File: src/rtl/csr_access_unit.sv
// rtl/csr_access_unit.sv - Zicsr CSRRW/RS/RC(+I) unit, IDLE/READ/WB; optional macro CSR_RO_CHECK_EN
`ifndef DATA_WIDTH
`define DATA_WIDTH 32
`endif
`ifndef CSR_ADDR_WIDTH
`define CSR_ADDR_WIDTH 12
`endif
`ifndef REG_ADDR_WIDTH
`define REG_ADDR_WIDTH 5
`endif
`ifndef MDISABLE
`define MDISABLE {`CSR_ADDR_WIDTH{1'b0}}
`endif
`ifndef ZERO_REG
`define ZERO_REG {`REG_ADDR_WIDTH{1'b0}}
`endif

module csr_access_unit (
  input  logic                         clk,
  input  logic                         rst,
  input  logic                         req_valid,
  output logic                         req_ready,
  input  logic [2:0]                   funct3,
  input  logic [`CSR_ADDR_WIDTH-1:0]   csr_addr,
  input  logic [`REG_ADDR_WIDTH-1:0]   rs1_idx,
  input  logic [`DATA_WIDTH-1:0]       rs1_val,
  input  logic [`REG_ADDR_WIDTH-1:0]   rd_idx,
  output logic [`CSR_ADDR_WIDTH-1:0]   csr_raddr,
  input  logic [`DATA_WIDTH-1:0]       csr_rdata,
  output logic [`CSR_ADDR_WIDTH-1:0]   csr_waddr,
  output logic [`DATA_WIDTH-1:0]       csr_wdata,
  output logic [`REG_ADDR_WIDTH-1:0]   rd_waddr,
  output logic [`DATA_WIDTH-1:0]       rd_wdata,
  output logic                         done,
  output logic                         illegal
);

  typedef enum logic [1:0] {IDLE, READ, WB} state_t;

  state_t                       state;
  logic [1:0]                   op_q;
  logic [`CSR_ADDR_WIDTH-1:0]   addr_q;
  logic [`REG_ADDR_WIDTH-1:0]   rd_q;
  logic [`DATA_WIDTH-1:0]       opnd_q;
  logic                         wr_en_q;
  logic [`DATA_WIDTH-1:0]       new_val;
  logic                         ill_now;

  assign req_ready = (state == IDLE);
  assign csr_raddr = (state == READ) ? addr_q : `MDISABLE;

  // New CSR value from the live read data, plus the trap decision for this instruction
  always_comb begin
    new_val = opnd_q;
    case (op_q)
      2'b10:   new_val = csr_rdata | opnd_q;
      2'b11:   new_val = csr_rdata & ~opnd_q;
      default: new_val = opnd_q;
    endcase
    // funct3 low bits 00 covers both reserved encodings 000 and 100
    ill_now = (op_q == 2'b00);
`ifdef CSR_RO_CHECK_EN
    if (wr_en_q && (addr_q[`CSR_ADDR_WIDTH-1 -: 2] == 2'b11))
      ill_now = 1'b1;
`endif
  end

  // Sequencer: latch in IDLE, read/compute in READ, present the write-back beat during WB
  always_ff @(posedge clk) begin
    if (rst) begin
      state     <= IDLE;
      op_q      <= 2'b00;
      addr_q    <= '0;
      rd_q      <= '0;
      opnd_q    <= '0;
      wr_en_q   <= 1'b0;
      csr_waddr <= `MDISABLE;
      csr_wdata <= '0;
      rd_waddr  <= `ZERO_REG;
      rd_wdata  <= '0;
      done      <= 1'b0;
      illegal   <= 1'b0;
    end else begin
      case (state)
        IDLE: begin
          if (req_valid) begin
            op_q    <= funct3[1:0];
            addr_q  <= csr_addr;
            rd_q    <= rd_idx;
            opnd_q  <= funct3[2] ? {{(`DATA_WIDTH-`REG_ADDR_WIDTH){1'b0}}, rs1_idx} : rs1_val;
            // Set/clear forms with rs1/zimm of zero must not write the CSR
            wr_en_q <= (funct3[1:0] == 2'b01) || (rs1_idx != '0);
            state   <= READ;
          end
        end
        READ: begin
          if (ill_now) begin
            csr_waddr <= `MDISABLE;
            csr_wdata <= '0;
            rd_waddr  <= `ZERO_REG;
            rd_wdata  <= '0;
            illegal   <= 1'b1;
          end else begin
            csr_waddr <= wr_en_q ? addr_q : `MDISABLE;
            csr_wdata <= new_val;
            rd_waddr  <= rd_q;
            rd_wdata  <= csr_rdata;
            done      <= 1'b1;
          end
          state <= WB;
        end
        WB: begin
          // rd_wdata is OR-merged in the file, so it must be zero outside WB
          csr_waddr <= `MDISABLE;
          csr_wdata <= '0;
          rd_waddr  <= `ZERO_REG;
          rd_wdata  <= '0;
          done      <= 1'b0;
          illegal   <= 1'b0;
          state     <= IDLE;
        end
        default: state <= IDLE;
      endcase
    end
  end

endmodule

File: config.mk
export PLATFORM = sky130hd
export DESIGN_NAME = csr_access_unit
export DESIGN_NICKNAME = d
export VERILOG_FILES = /design/src/rtl/csr_access_unit.sv
export SDC_FILE = /design/constraint.sdc
export NUM_CORES = 1
export LEC_CHECK = 0
export CORE_ASPECT_RATIO = 0.75
export CORE_MARGIN = 10
export CORE_UTILIZATION = 45
export DETAILED_ROUTE_END_ITERATION = 8
export PLACE_DENSITY = 0.8
export SYNTH_ARGS = -nofsm -noshare
export SYNTH_HDL_FRONTEND = slang
export SYNTH_SLANG_ARGS = --single-unit
File: constraint.sdc
create_clock -name clk -period 3.65 [get_ports clk]
set_clock_uncertainty 0.2 [all_clocks]
set_input_delay 1.095 -clock clk [delete_from_list [all_inputs] [get_ports clk]]
set_output_delay 1.095 -clock clk [all_outputs]
set_load 0.01 [all_outputs]
Word level (Yosys, flattened, before mapping)
Cells that the tools add are included.
{"block": "totals", "reg_bits": 137, "inputBits": 92}
{"block": "classes", "eq_ne": 8, "mux": 18, "n_bitwise": 3, "n_reduce_logical": 8}
{"op": "$pmux 32 s2", "count": 3}
{"op": "$mux 32", "count": 3}
{"op": "$mux 12", "count": 3}
{"op": "$and 32x32->32", "count": 1}
{"op": "$not 32->32", "count": 1}
{"op": "$or 32x32->32", "count": 1}
{"op": "$pmux 12 s2", "count": 1}
{"op": "$pmux 5 s2", "count": 1}
{"op": "$eq 2x2->1 const B", "count": 3}
{"op": "$ne 2x2->1 const B", "count": 3}
{"op": "$reduce_and 2->1", "count": 3}
{"op": "$mux 5", "count": 1}
{"op": "$reduce_bool 5->1", "count": 1}
{"op": "$eq 2x1->1 const B", "count": 2}
{"op": "$logic_not 2->1", "count": 2}
{"op": "$pmux 1 s2", "count": 2}
{"op": "$pmux 2 s2", "count": 1}
{"op": "$mux 1", "count": 2}
{"op": "$mux 2", "count": 1}
{"op": "$reduce_bool 2->1", "count": 1}
{"op": "$logic_or 1x1->1", "count": 1}

Logic depth before layout (Yosys ltp)
Gate-level depths: netlist (run 1).
{"block": "logic_depth", "depth_word": 5, "ltp_mapped": 8, "ltp_nobuf": 5}

Worst setup path before layout (run 1)
OpenSTA, ideal clock, no wires.
{"block": "synth_timing", "path_type": "register to output", "startpoint": "register state[1]", "endpoint": "output csr_raddr[10]", "arrival_time_ps": 1018, "required_time_ps": 2355, "setup_slack_ps": 1337, "stages_incl_launch_ff": 5, "cell_sequence": "dfxtp_1 inv_1 ha_1 clkbuf_1 and2_1"}
{"block": "synth_between", "elab_chain_len": 2}
{"element": "from (decl)", "line": "40", "text": "state_t state;"}
{"element": "from (signal assigned)", "line": "71", "text": "state <= IDLE;"}
{"element": "from (signal assigned)", "line": "93", "text": "state <= READ;"}
{"element": "from (signal assigned)", "line": "110", "text": "state <= WB;"}
{"element": "$eq 2x1->1", "line": "50", "text": "assign csr_raddr = (state == READ) ? addr_q : `MDISABLE;"}
{"element": "$mux 12 (no source line)"}
{"element": "to (decl)", "line": "28", "text": "output logic [`CSR_ADDR_WIDTH-1:0] csr_raddr,"}
No other way between the ends.

Final worst setup path (run 1)
Ends and elaborated chain as after synthesis.

==> flow_metrics.py, run 1 <==
metrics = {
    "setup_path": {
        "cpPeakStageDelay_ns": 0.54,
        "crit_buf_inv": 2,
        "r2r_start": "state[0]$_SDFFE_PP0P_",
        "rrSetupSlack_ns": 1.10,
        "r2r_cells": 6,
        "r2r_end": "csr_waddr[5]$_SDFFE_PP0P_",
        "worstPathMaxFanout": 15,
        "crit_chain": "inv_1 > ha_1 > and2_1 > clkdlybuf4s50_1",
        "critical_path_class": "flop to output pin",
        "worstSetupStartpointType": "flop",
        "crit_family": "buffers and inverters",
        "arrival_ns": 2.01,
        "cp_data_required_time_ns": 2.35,
        "slowest_stage": "clkdlybuf4s50_1",
        "critPathCaptureType": "output pin",
    },
    "global_routing": {
        "grt_pass1_wl_um": 28300,
        "antenna_found_initial": 0,
        "grt_pass1_vias": 5106,
        "grt_use_total": 0.208,
        "grt_max_degree": 59,
        "grt-ovfl-total": 0,
    },
    "sta": {
        "fin_crit_sh": 0.904,
        "worstMarginPinSlew_ns": 1.05,
        "whs_ns": 0.259,
        "setup_slack_ns": 0.349,
        "hold_viol": 0,
        "setup_violations": 0,
        "period_minus_slack_ns": 3.30,
        "grt_setup_unrepaired": "false",
        "maxSlewViolCount": 0,
        "setup_tns_ns": 0,
        "slew_headroom": 0.297,
        "fmax_mhz": 303,
    },
    "drt": {
        "wl_per_cell_um": 19.4,
        "drc": 0,
        "wl_um": 18100,
        "num_vias": 5210,
        "drt_pass1_iterations": 5,
        "routed_via_density": 5.57,
        "ant_nets": 0,
        "drt_iter0_markers": 415,
    },
    "die": {
        "die_w_um": 147,
        "pin_count": 188,
        "die_h_um": 115,
        "num_rows": 34,
        "die-area_sq_um": 16900,
        "core-area_sq_um": 11700,
        "start_util": 0.465,
    },
    "cells_and_area": {
        "nFillCells": 935,
        "fin_nets": 858,
        "final_cell_area_sq_um": 7900,
        "diodes": 0,
        "regArea_sq_um": 2740,
        "multiInputGateArea_sq_um": 2360,
        "finalNonFillerCells": 936,
        "area_growth_pct": 45.2,
        "drive_gt1_frac": 0.0633,
    },
    "placement": {
        "gp_congestion": 0.855,
        "port_buffers": 187,
        "dpl.hpwl_um": 12600,
        "place_ws_ns": 0.759,
        "dpl.cell_count": 904,
        "placed_area_sq_um": 7280,
    },
    "synth": {
        "ys_seq_area_frac": 0.504,
        "syn_area_sq_um": 5440,
        "synth_top_area_frac": 0.504,
        "syn_inst": 603,
        "postSynthAreaPerCell_sq_um": 9.02,
        "yosys-top-cells-area": "dfxtp_1 (50%), a21oi_1 (11%), a32oi_1 (6.0%), nand2_1 (5.6%), a22o_1 (5.0%)",
        "ys.flop_type": "dfxtp_1",
        "synthArstFlopShare": 0,
        "syn_nets": 700,
        "yosysWarnings": 0,
        "yosysTopAreaCell": "dfxtp_1",
        "synth_cell_types": 32,
        "synth_edf_count": 0,
        "synth_seq_cells": 137,
    },
    "cts": {
        "cts-resized-gates": 0,
        "clk_path_buf_depth": 2,
        "hold_buffers": 0,
        "cts_tree": "done",
        "clkTransAtPathRegs_ns": 0.06,
        "insertion_delay_ns": 0.41,
        "cts_buffers": 17,
        "cts.sinks": 137,
        "htree_num_levels": 4,
        "root_buffer": "clkbuf_16",
        "cts_setup_buffers": 0,
    },
    "power_and_ir_drop": {
        "cellPowerDensity_nw_per_um2": 527,
        "power_switching_mw": 1.16,
        "clockPowerShare": 0.423,
        "leakage_nw": 2.83,
        "netSwitchingFraction": 0.278,
        "vdd_drop_max_mv": 0.393,
        "seqPwrFrac": 0.396,
        "pwr-share-comb": 0.181,
        "p_int_mw": 3.01,
    },
    "run": {
        "timing.max_cap.violations": 0,
    },
    "hold_path": {
        "hold_path_depth": 2,
        "holdPathEnd": "rd_q[3]$_SDFFE_PP0P_",
        "hold_path_class": "flop to flop",
        "min-delay-start": "rd_q[3]$_SDFFE_PP0P_",
    },
    "run_status": {
        "status": "finished, final reports clean",
    },
}
-- cell usage in the layout (no fill, tap or decap), types with 3 or more instances in the layout --
cell type,instances
ha_1,5
a211oi_1,7
nand4_1,12
buf_4,10
nand3b_1,27
a22o_1,31
clkbuf_8,3
a32oi_1,37
clkinv_2,3
nor2_1,46
clkdlybuf4s50_1,186
a21oi_1,119
nand2_1,80
mux2i_1,8
and2_1,13
bufinv_16,3
clkinvlp_4,3
inv_1,4
dfxtp_1,137
clkbuf_16,17
-- per-layer routing --
layer | vias up | global-route usage | part of all wire
met5 | - | 0 | 0
met2 | 209 | 0.334 | 0.46
li1 | 2484 | - | -
met4 | 0 | 0.0665 | 0.014
met1 | 2499 | 0.259 | 0.44
met3 | 18 | 0.0695 | 0.082
-- worst max-delay path by stage --
stage                                      from                      end  slack, ns  depth (start not counted)
after global placement                funct3[2]  opnd_q[20]$_SDFFE_PP0P_       0.84                          4
after floorplan           state[1]$_SDFFE_PP0P_            csr_raddr[10]       1.34                          4
after global routing      state[1]$_SDFFE_PP0P_             csr_raddr[1]       0.22                          4
final                     state[1]$_SDFFE_PP0P_            csr_raddr[10]       0.35                          4
after CTS                 state[1]$_SDFFE_PP0P_             csr_raddr[7]       0.32                          4
after detailed placement  state[1]$_SDFFE_PP0P_             csr_raddr[7]       0.76                          4
-- power by group through the flow --
stage	sequential (mW)	combinational (mW)	clock [mW]
2_1_floorplan	1.67	0.453	0
3_3_place_gp	1.67	0.731	0
3_5_place_dp	1.68	0.753	0
4_1_cts	1.64	0.756	1.79
5_1_grt	1.65	0.823	1.85
6_report	1.65	0.755	1.76
-- flip-flops by register name, indices dropped and copies added, names as in the netlist --
name / count
illegal: 1
csr_wdata: 32
wr_en_q: 1
opnd_q: 32
rd_waddr: 5
addr_q: 12
rd_wdata: 32
done: 1
rd_q: 5
state: 2
op_q: 2
csr_waddr: 12
-- cell usage after synthesis, drive strengths merged, types with 2 or more instances --
master / n
nor2: 47
a21oi: 119
a22o: 31
nand2: 81
mux2i: 8
buf: 32
dfxtp: 137
inv: 5
ha: 5
clkbuf: 26
and2: 14
nand2b: 2
a211oi: 7
nor2b: 3
a32oi: 37
nand4: 12
nand3b: 27
-- stage by stage --
stage,utilization,power (mW)
floorplan,-,2.12
global placement,0.623,2.40
detailed placement,0.623,2.43
CTS,0.675,4.19
global route,0.675,4.33
finish,0.675,4.16
-- worst register-to-register path, stage by stage (launching register included) --
cell	delay, ns
dfxtp_1	0.39
inv_1	0.10
ha_1	0.38
nor2b_4	0.60
buf_4	0.43
nand4_1	0.20
a21oi_1	0.18
-- final cells by class --
cell class / count / area share
clock buffer: 21 / 0.0596
clock inverter: 11 / 0.0184
inverter: 5 / 0.00238
multi-input combinational: 403 / 0.299
sequential: 137 / 0.347
tap: 162 / 0.0257
timing repair buffer: 197 / 0.248
-- cells by family (layout without fill, tap and decap cells) --
group           count (synthesis)  after routing  share of synthesized area
compound gates                198            198                      0.234
fa+ha+maj                       5              5                     0.0115
buf+inv                        63            234                     0.0639
flops                         137            137                      0.504
mux                             8              8                     0.0147
simple gates                  192            192                      0.172
No activity file was read; power rests on OpenSTA's default activity.
==> inputs of run 2 (changes only) <==
--- a/config.mk
+++ b/config.mk
@@ -8,6 +8,7 @@
 export CORE_ASPECT_RATIO = 0.75
 export CORE_MARGIN = 10
 export CORE_UTILIZATION = 45
+export CTS_CLUSTER_SIZE = 25
 export DETAILED_ROUTE_END_ITERATION = 8
 export PLACE_DENSITY = 0.8
 export SYNTH_ARGS = -nofsm -noshare
==> results of run 2 <==
The final DEF is identical to that of run 1; final timing and power are the same.
==> inputs of run 3 (changes only) <==
--- a/config.mk
+++ b/config.mk
@@ -10,6 +10,7 @@
 export CORE_UTILIZATION = 45
 export CTS_CLUSTER_SIZE = 25
 export DETAILED_ROUTE_END_ITERATION = 8
+export GPL_ROUTABILITY_DRIVEN = 0
 export PLACE_DENSITY = 0.8
 export SYNTH_ARGS = -nofsm -noshare
 export SYNTH_HDL_FRONTEND = slang
==> run 3 against run 2 <==
  * Register-to-register slack about the same
  * Die area unchanged
  * Utilization down 0.085 points
  * Global-route usage up 0.36 points
  * Via count up 2.0%
  * Flip-flop and latch count unchanged
  * Wire length up 1.8%
  * Largest power group unchanged
  * Highest routed layer unchanged
==> flow_metrics.py, run 3 (synthesis results as in run 1) <==
metrics = {
    "placement": {
        "dpl.cell_count": 905,
        "placed_area_sq_um": 7280,
        "port_buffers": 187,
        "dpl.hpwl_um": 12900,
    },
    "global_routing": {
        "grt_use_total": 0.211,
        "grt_pass1_vias": 5200,
        "antenna_found_initial": 0,
        "grt-ovfl-total": 0,
        "grt_pass1_wl_um": 28700,
        "grt_max_degree": 52,
    },
    "setup_path": {
        "arrival_ns": 2.10,
        "worstSetupStartpointType": "flop",
        "critical_path_class": "flop to output pin",
        "r2r_end": "csr_waddr[0]$_SDFFE_PP0P_",
        "rrSetupSlack_ns": 1.10,
        "worstPathMaxFanout": 15,
        "r2r_cells": 6,
        "r2r_start": "state[0]$_SDFFE_PP0P_",
        "critPathCaptureType": "output pin",
        "cp_data_required_time_ns": 2.35,
    },
    "cts": {
        "cts_buffers": 17,
        "cts-resized-gates": 0,
        "insertion_delay_ns": 0.41,
        "hold_buffers": 0,
        "htree_num_levels": 4,
        "root_buffer": "clkbuf_16",
        "clkTransAtPathRegs_ns": 0.06,
        "cts_setup_buffers": 0,
        "clk_path_buf_depth": 2,
        "cts.sinks": 137,
        "cts_tree": "done",
    },
    "hold_path": {
        "hold_path_depth": 2,
        "min-delay-start": "csr_wdata[2]$_SDFFE_PP0P_",
        "hold_path_class": "flop to flop",
        "holdPathEnd": "csr_wdata[2]$_SDFFE_PP0P_",
    },
    "cells_and_area": {
        "finalNonFillerCells": 937,
        "final_common_cell": "clkdlybuf4s50_1",
        "reg.largest.list": "csr_wdata x32, opnd_q x32, rd_wdata x32",
        "drive_gt1_frac": 0.0658,
        "area_growth_pct": 45.0,
        "diodes": 0,
        "final_cell_mix": "clkdlybuf4s50_1 (186), dfxtp_1 (137), a21oi_1 (119)",
        "final_cell_area_sq_um": 7890,
        "fin_nets": 859,
    },
    "sta": {
        "maxSlewViolCount": 0,
        "setup_tns_ns": 0,
        "setup_violations": 0,
        "grt_setup_unrepaired": "false",
        "fmax_mhz": 294,
        "period_minus_slack_ns": 3.40,
        "fin_crit_sh": 0.931,
        "worstMarginPinSlew_ns": 1.06,
        "whs_ns": 0.253,
        "slew_headroom": 0.296,
        "hold_viol": 0,
    },
    "drt": {
        "ant_nets": 0,
        "num_vias": 5316,
        "drt_pass1_iterations": 6,
        "wl_um": 18500,
        "routed_via_density": 5.67,
        "wl_per_cell_um": 19.7,
        "drt_iter0_markers": 478,
        "drc": 0,
    },
    "run_status": {
        "status": "finished, final reports clean",
    },
    "power_and_ir_drop": {
        "p_total_mw": 4.14,
        "vdd_drop_max_mv": 0.379,
        "cellPowerDensity_nw_per_um2": 525,
        "leakage_nw": 2.82,
    },
    "die": {
        "die-area_sq_um": 16900,
        "start_util": 0.465,
        "core-area_sq_um": 11700,
        "die_h_um": 115,
        "pin_count": 188,
        "die_w_um": 147,
        "num_rows": 34,
    },
    "run": {
        "timing.max_cap.violations": 0,
    },
}
-- run 3: cell type report --
class                      instances  area (sq um)
tap                              162           203
clock inverter                    10           116
clock buffer                      22           494
inverter                           5          18.8
sequential                       137          2740
timing repair buffer             198          1950
multi-input combinational        403          2360
fill                             901          3810
-- run 3: power by group --
part / switching [mW] / total (mW) / leakage, nW / internal, mW
Sequential: 0.0692 / 1.65 / 1.11 / 1.58
Combinational: 0.461 / 0.758 / 1.42 / 0.297
Clock: 0.641 / 1.74 / 0.286 / 1.10
Total: 1.17 / 4.14 / 2.82 / 2.97
-- run 3: critical path, cell delays in order (launching register included) --
cell and delay [ns]:
dfxtp_1 0.32, inv_1 0.13, ha_1 0.48, and2_1 0.22
clkdlybuf4s50_1 0.55
-- run 3: routing by layer --
| metal | vias to the layer above | share of wire | GRT usage |
|---|---|---|---|
| met4 | 0 | 0.016 | 0.0784 |
| met2 | 255 | 0.46 | 0.337 |
| met3 | 21 | 0.099 | 0.0718 |
| met1 | 2551 | 0.42 | 0.262 |
| met5 | - | 0 | 0 |
| li1 | 2489 | - | - |
-- run 3: metrics by stage --
step / setup WS [ns] / utilization
after floorplan: 1.34 / -
after global placement: 0.701 / 0.622
after detailed placement: 0.650 / 0.622
after CTS: 0.240 / 0.674
after global routing: 0.144 / 0.674
final: 0.252 / 0.674
-- run 3: worst max-delay path by stage --
| stage | slack [ns] | start | to | cells past startpoint |
|---|---|---|---|---|
| global placement | 0.70 | req_valid | opnd_q[0]$_SDFFE_PP0P_ | 5 |
| CTS | 0.24 | state[1]$_SDFFE_PP0P_ | csr_raddr[5] | 4 |
| detailed placement | 0.65 | req_valid | opnd_q[0]$_SDFFE_PP0P_ | 5 |
| global route | 0.14 | state[1]$_SDFFE_PP0P_ | csr_raddr[5] | 4 |
| floorplan | 1.34 | state[1]$_SDFFE_PP0P_ | csr_raddr[10] | 4 |
| finish | 0.25 | state[1]$_SDFFE_PP0P_ | csr_raddr[5] | 4 |
